$ cat src/rtl/crypto_round_sequencer.sv
// Round sequencer for the combinational Cryptography_Module core: one block per NUM_ROUNDS+2 cycles.
// Optional perf counters (blocks_done, stall_cycles) when CRYPTO_SEQ_PERF_CNT_EN is defined.
module crypto_round_sequencer #(
  parameter int unsigned DATA_W     = 32,
  parameter int unsigned NUM_ROUNDS = 4,
  parameter int unsigned CNT_W      = 2
) (
  input  logic              clk,
  input  logic              rst,
  input  logic              in_valid,
  output logic              in_ready,
  input  logic [DATA_W-1:0] in_data,
  input  logic [DATA_W-1:0] in_key,
  input  logic              in_sel,
  output logic              out_valid,
  input  logic              out_ready,
  output logic [DATA_W-1:0] out_data,
  output logic              busy,
  output logic [DATA_W-1:0] core_data_in,
  output logic [DATA_W-1:0] core_key,
  output logic [CNT_W-1:0]  core_cnt,
  output logic              core_sel,
  input  logic [DATA_W-1:0] core_result
`ifdef CRYPTO_SEQ_PERF_CNT_EN
  ,
  output logic [15:0]       blocks_done,
  output logic [15:0]       stall_cycles
`endif
);

  typedef enum logic [1:0] {IDLE, ROUND, DONE} state_t;

  // One extra bit so the index can reach NUM_ROUNDS (== 2**CNT_W) without wrapping.
  localparam int unsigned            IDX_W    = CNT_W + 1;
  localparam logic [IDX_W-1:0]       LAST_IDX = IDX_W'(NUM_ROUNDS - 1);

  state_t            state, state_next;
  logic [DATA_W-1:0] data_reg, key_reg;
  logic              sel_reg;
  logic [IDX_W-1:0]  round_idx;
  logic              accept;

  assign accept       = in_valid && in_ready;
  assign busy         = (state != IDLE);
  assign core_data_in = data_reg;
  assign core_key     = key_reg;
  assign core_sel     = sel_reg;

  always_ff @(posedge clk or posedge rst) begin
    if (rst) state <= IDLE;
    else     state <= state_next;
  end

  always_ff @(posedge clk or posedge rst) begin
    if (rst) begin
      data_reg  <= '0;
      key_reg   <= '0;
      sel_reg   <= 1'b0;
      round_idx <= '0;
    end else begin
      case (state)
        IDLE: begin
          if (accept) begin
            data_reg  <= in_data;
            key_reg   <= in_key;
            sel_reg   <= in_sel;
            round_idx <= '0;
          end
        end
        ROUND: begin
          data_reg  <= core_result;
          round_idx <= round_idx + 1'b1;
        end
        default: ;
      endcase
    end
  end

  always_comb begin
    state_next = state;
    in_ready   = 1'b0;
    out_valid  = 1'b0;
    out_data   = '0;
    core_cnt   = '0;
    case (state)
      IDLE: begin
        // Async reset holds state at IDLE, so rst must also mask the ready.
        in_ready = !rst;
        if (accept) state_next = ROUND;
      end
      ROUND: begin
        core_cnt = sel_reg ? CNT_W'(LAST_IDX - round_idx) : CNT_W'(round_idx);
        if (round_idx == LAST_IDX) state_next = DONE;
      end
      DONE: begin
        out_valid = 1'b1;
        out_data  = data_reg;
        if (out_ready) state_next = IDLE;
      end
      default: state_next = IDLE;
    endcase
  end

`ifdef CRYPTO_SEQ_PERF_CNT_EN
  always_ff @(posedge clk or posedge rst) begin
    if (rst) begin
      blocks_done  <= '0;
      stall_cycles <= '0;
    end else begin
      if (out_valid && out_ready) blocks_done <= blocks_done + 16'd1;
      if ((state == DONE) && !out_ready && (stall_cycles != '1))
        stall_cycles <= stall_cycles + 16'd1;
    end
  end
`endif

endmodule

$ cat config.mk
export PLATFORM = sky130hd
export DESIGN_NAME = crypto_round_sequencer
export DESIGN_NICKNAME = d
export VERILOG_FILES = /design/src/rtl/crypto_round_sequencer.sv
export SDC_FILE = /design/constraint.sdc
export NUM_CORES = 1
export LEC_CHECK = 0
export BUFFER_PORTS_ARGS = -buffer_cell sky130_fd_sc_hd__buf_2
export CAP_MARGIN = 15
export CORE_UTILIZATION = 43
export DETAILED_ROUTE_END_ITERATION = 8
export PLACE_DENSITY_LB_ADDON = 0.15
export SETUP_SLACK_MARGIN = 0.15
export SLEW_MARGIN = 5
export SYNTH_ARGS = -nofsm -noshare
export SYNTH_HDL_FRONTEND = slang
export SYNTH_SLANG_ARGS = --single-unit
$ cat constraint.sdc
create_clock -name clk -period 2.1 [get_ports clk]
set_input_delay 0 -clock clk [delete_from_list [all_inputs] [get_ports clk]]
set_output_delay 0 -clock clk [all_outputs]
set_load 0.03 [all_outputs]
==> results_dict.tcl <==
set metrics [dict create \
    hold_buffers 95 \
    holdPathStages 3 \
    dp_slack_ns 0.382 \
    path_class "register to register" \
    yosys-top-cells-area "dfrtp_1, mux2_2, mux2i_1" \
    port_buffers 202 \
    ctsLongestPathBuffers 2 \
    die_area_um2 7770 \
    finClkSkew_ns 0.00637 \
    core_um2 7210 \
    htreeDepth 3 \
    drtIter0Drc 92 \
    nets 673 \
    finalSetupViolCount 0 \
    synthMuxAreaShare 0.217 \
    grt_pass1_vias 3191 \
    grt_max_degree 43 \
    max_freq_mhz 579 \
    timing.rr.start "state[0]" \
    seqCellArea_um2 1750 \
    start_kind "register" \
    p_leak_uw 0.00269 \
    timing.final.ws_setup_ns 0.372 \
    r2r_slack_ns 0.37 \
    p_per_area_nw_per_um2 1440 \
    path_cells "nor4b_4 > buf_4 > mux2_2" \
    crit_path_end_kind "register" \
    diodes 0 \
    peakVddDrop_mv 0.837 \
    max_slew.worst_pin.slew_ns 0.463 \
    syn2layout_area_growth_pct 71.7 \
    root_buffer "clkbuf_8" \
    antenna_found_initial 0 \
    yosys_register_bits 70 \
    synth_area_um2 3190 \
    num_rows 31 \
    synth_xor_area_frac 0.00549 \
    yosysWarnings 0 \
    synth-compound-area-share 0.0600 \
    drt_pass1_iterations 6 \
    cts.sinks 70 \
    min_period_ns 1.73 \
    track_usage 0.253 \
    synth_top_area_cell "dfrtp_1" \
    min_to "core_data_in[27]" \
    seq_area_frac_synth 0.549 \
    final_common_cell "buf_2" \
    reg2reg_depth 3 \
    yosys.area_share.simple 0.119 \
    worstPathRequired_ns 2.32 \
    synth_fa_ha_area_frac 0.00785 \
    synth_top_family_by_area "multiplexers" \
    worstHoldStart "in_data[27]" \
    maxSlewHeadroom 0.691 \
    gr-total-overflow 0 \
    fillCellCount 507 \
    die_x_um 88.1 \
    ctsResizeCount 0 \
    mappedNetlistNets 377 \
    via_per_inst 4.67 \
    synth_cells 274 \
    fp.dieH_um 88.1 \
    cts_made_buffers 9 \
    drtAntennaViolNets 0 \
    routed_wl_um 9670 \
    path_buf_inv 1 \
    io_pins 203 \
    multi_input_area_um2 1320 \
    path_clk_slew_ns 0.08 \
    critPathMaxStageDelay_ns 0.44 \
    grt_pass1_wl_um 14700 \
    layout-drive-gt1-share 0.456 \
    drv_cap 0 \
    rsz0062_at_grt "no" \
    via_count 3141 \
    cts_setup_buffers 0 \
    hold_violations 0 \
    critical-path-top-delay-family "flip-flops" \
    status "finished clean" \
    clkLatencyLatePin_ns 0.34 \
    timing.final.max_slew_violations 0 \
    yosysTopAreaCellShare 0.549 \
    crit_fanout 27 \
    slowest_stage "dfrtp_1" \
    fin_crit_sh 0.823 \
    place_congestion 0.720 \
    cp-startpoint "state[0]" \
    layout_common_cells "buf_2, dlygate4sd3_1, dfrtp_1, nor2_1, mux2_2" \
    tns_ns 0 \
    hold_path_class "input pin to register" \
    route.detailed.drc 0 \
    start_util 0.442 \
    hpwl_um 5780 \
    r2r-end "core_key[13]" \
    cts_tree "built" \
    crit_arrival_ns 1.95 \
    synth.distinct_cells 24 \
    synth.avg_cell_area_um2 11.6 \
    routedWlPerCell_um 14.4 \
]
through the flow:
step / power (uW) / cells / hold WS [ns] / instance area, um2 / util
2_1_floorplan: 5350 / 274 / 0.0891 / 3190 / -
3_3_place_gp: 6460 / 563 / 0.0933 / 4320 / 0.598
3_5_place_dp: 6560 / 563 / 0.0965 / 4320 / 0.598
4_1_cts: 7870 / 673 / 0.00103 / 5480 / 0.759
5_1_grt: 8410 / 673 / 0.00861 / 5480 / 0.759
6_report: 7890 / 673 / 0.0000491 / 5480 / 0.759
kinds of logic (layout without fill, tap and decap cells):
family,count (synthesis),in the layout
compound gates,37,37
xor+xnor,2,2
fa+ha+maj,2,2
buf+inv,24,324
flops,70,70
mux,65,65
simple gates,74,74
flip-flops by register name (all words and copies together) (netlist names):
register / flops
state: 2
core_sel: 1
core_data_in: 32
round_idx: 3
core_key: 32
synth_stat cells:
master    count
dfrtp_1      70
nor2_1       35
mux2_2       33
a21oi_1      32
and2_1       32
mux2i_1      32
clkbuf_1      9
inv_1         5
buf_4         4
o22ai_1       3
buf_1         2
buf_2         2
ha_1          2
nand2_1       2
xnor2_1       2
buf_12        1
buf_6         1
nand2b_1      1
nand3b_1      1
nor2b_1       1
nor4b_2       1
o21ai_0       1
o21bai_1      1
or2_2         1
worst min-delay path, cell delays in order:
cell and delay (ns):
buf_2 0.07, mux2i_1 0.06, a21oi_1 0.16
layer usage:
| layer | GRT usage | up-vias | share of wire | routed length (um) |
|---|---|---|---|---|
| li1 | - | 1513 | - | - |
| met1 | 0.274 | 1482 | 0.39 | 3760 |
| met2 | 0.481 | 133 | 0.54 | 5190 |
| met3 | 0.0566 | 13 | 0.061 | 587 |
| met4 | 0.0894 | 0 | 0.014 | 135 |
| met5 | 0 | - | 0 | 0 |
worst max path at each step:
stage	endpoint	slack, ns	cells past startpoint
after floorplan	core_data_in[0]	0.33	1
after global placement	core_key[12]	0.41	3
after detailed placement	core_key[6]	0.38	3
after CTS	core_sel	0.37	3
after global routing	out_data[18]	0.28	4
final	core_key[13]	0.37	3
area by class of cell:
cell class                      instances  area share
Clock inverter                          6      0.0158
Sequential cell                        70       0.320
Tap cell                               99      0.0226
Clock buffer                            9      0.0226
Timing Repair Buffer                  304       0.375
Inverter                                5     0.00343
Multi-Input combinational cell        180       0.241
power breakdown:
part	total (uW)	switching [uW]	leakage (uW)	internal [uW]
combinational	4210	2730	0.00177	1480
sequential	2500	465	0.000809	2040
clock	1170	511	0.000105	662
(Power assumes the default switching activity.)
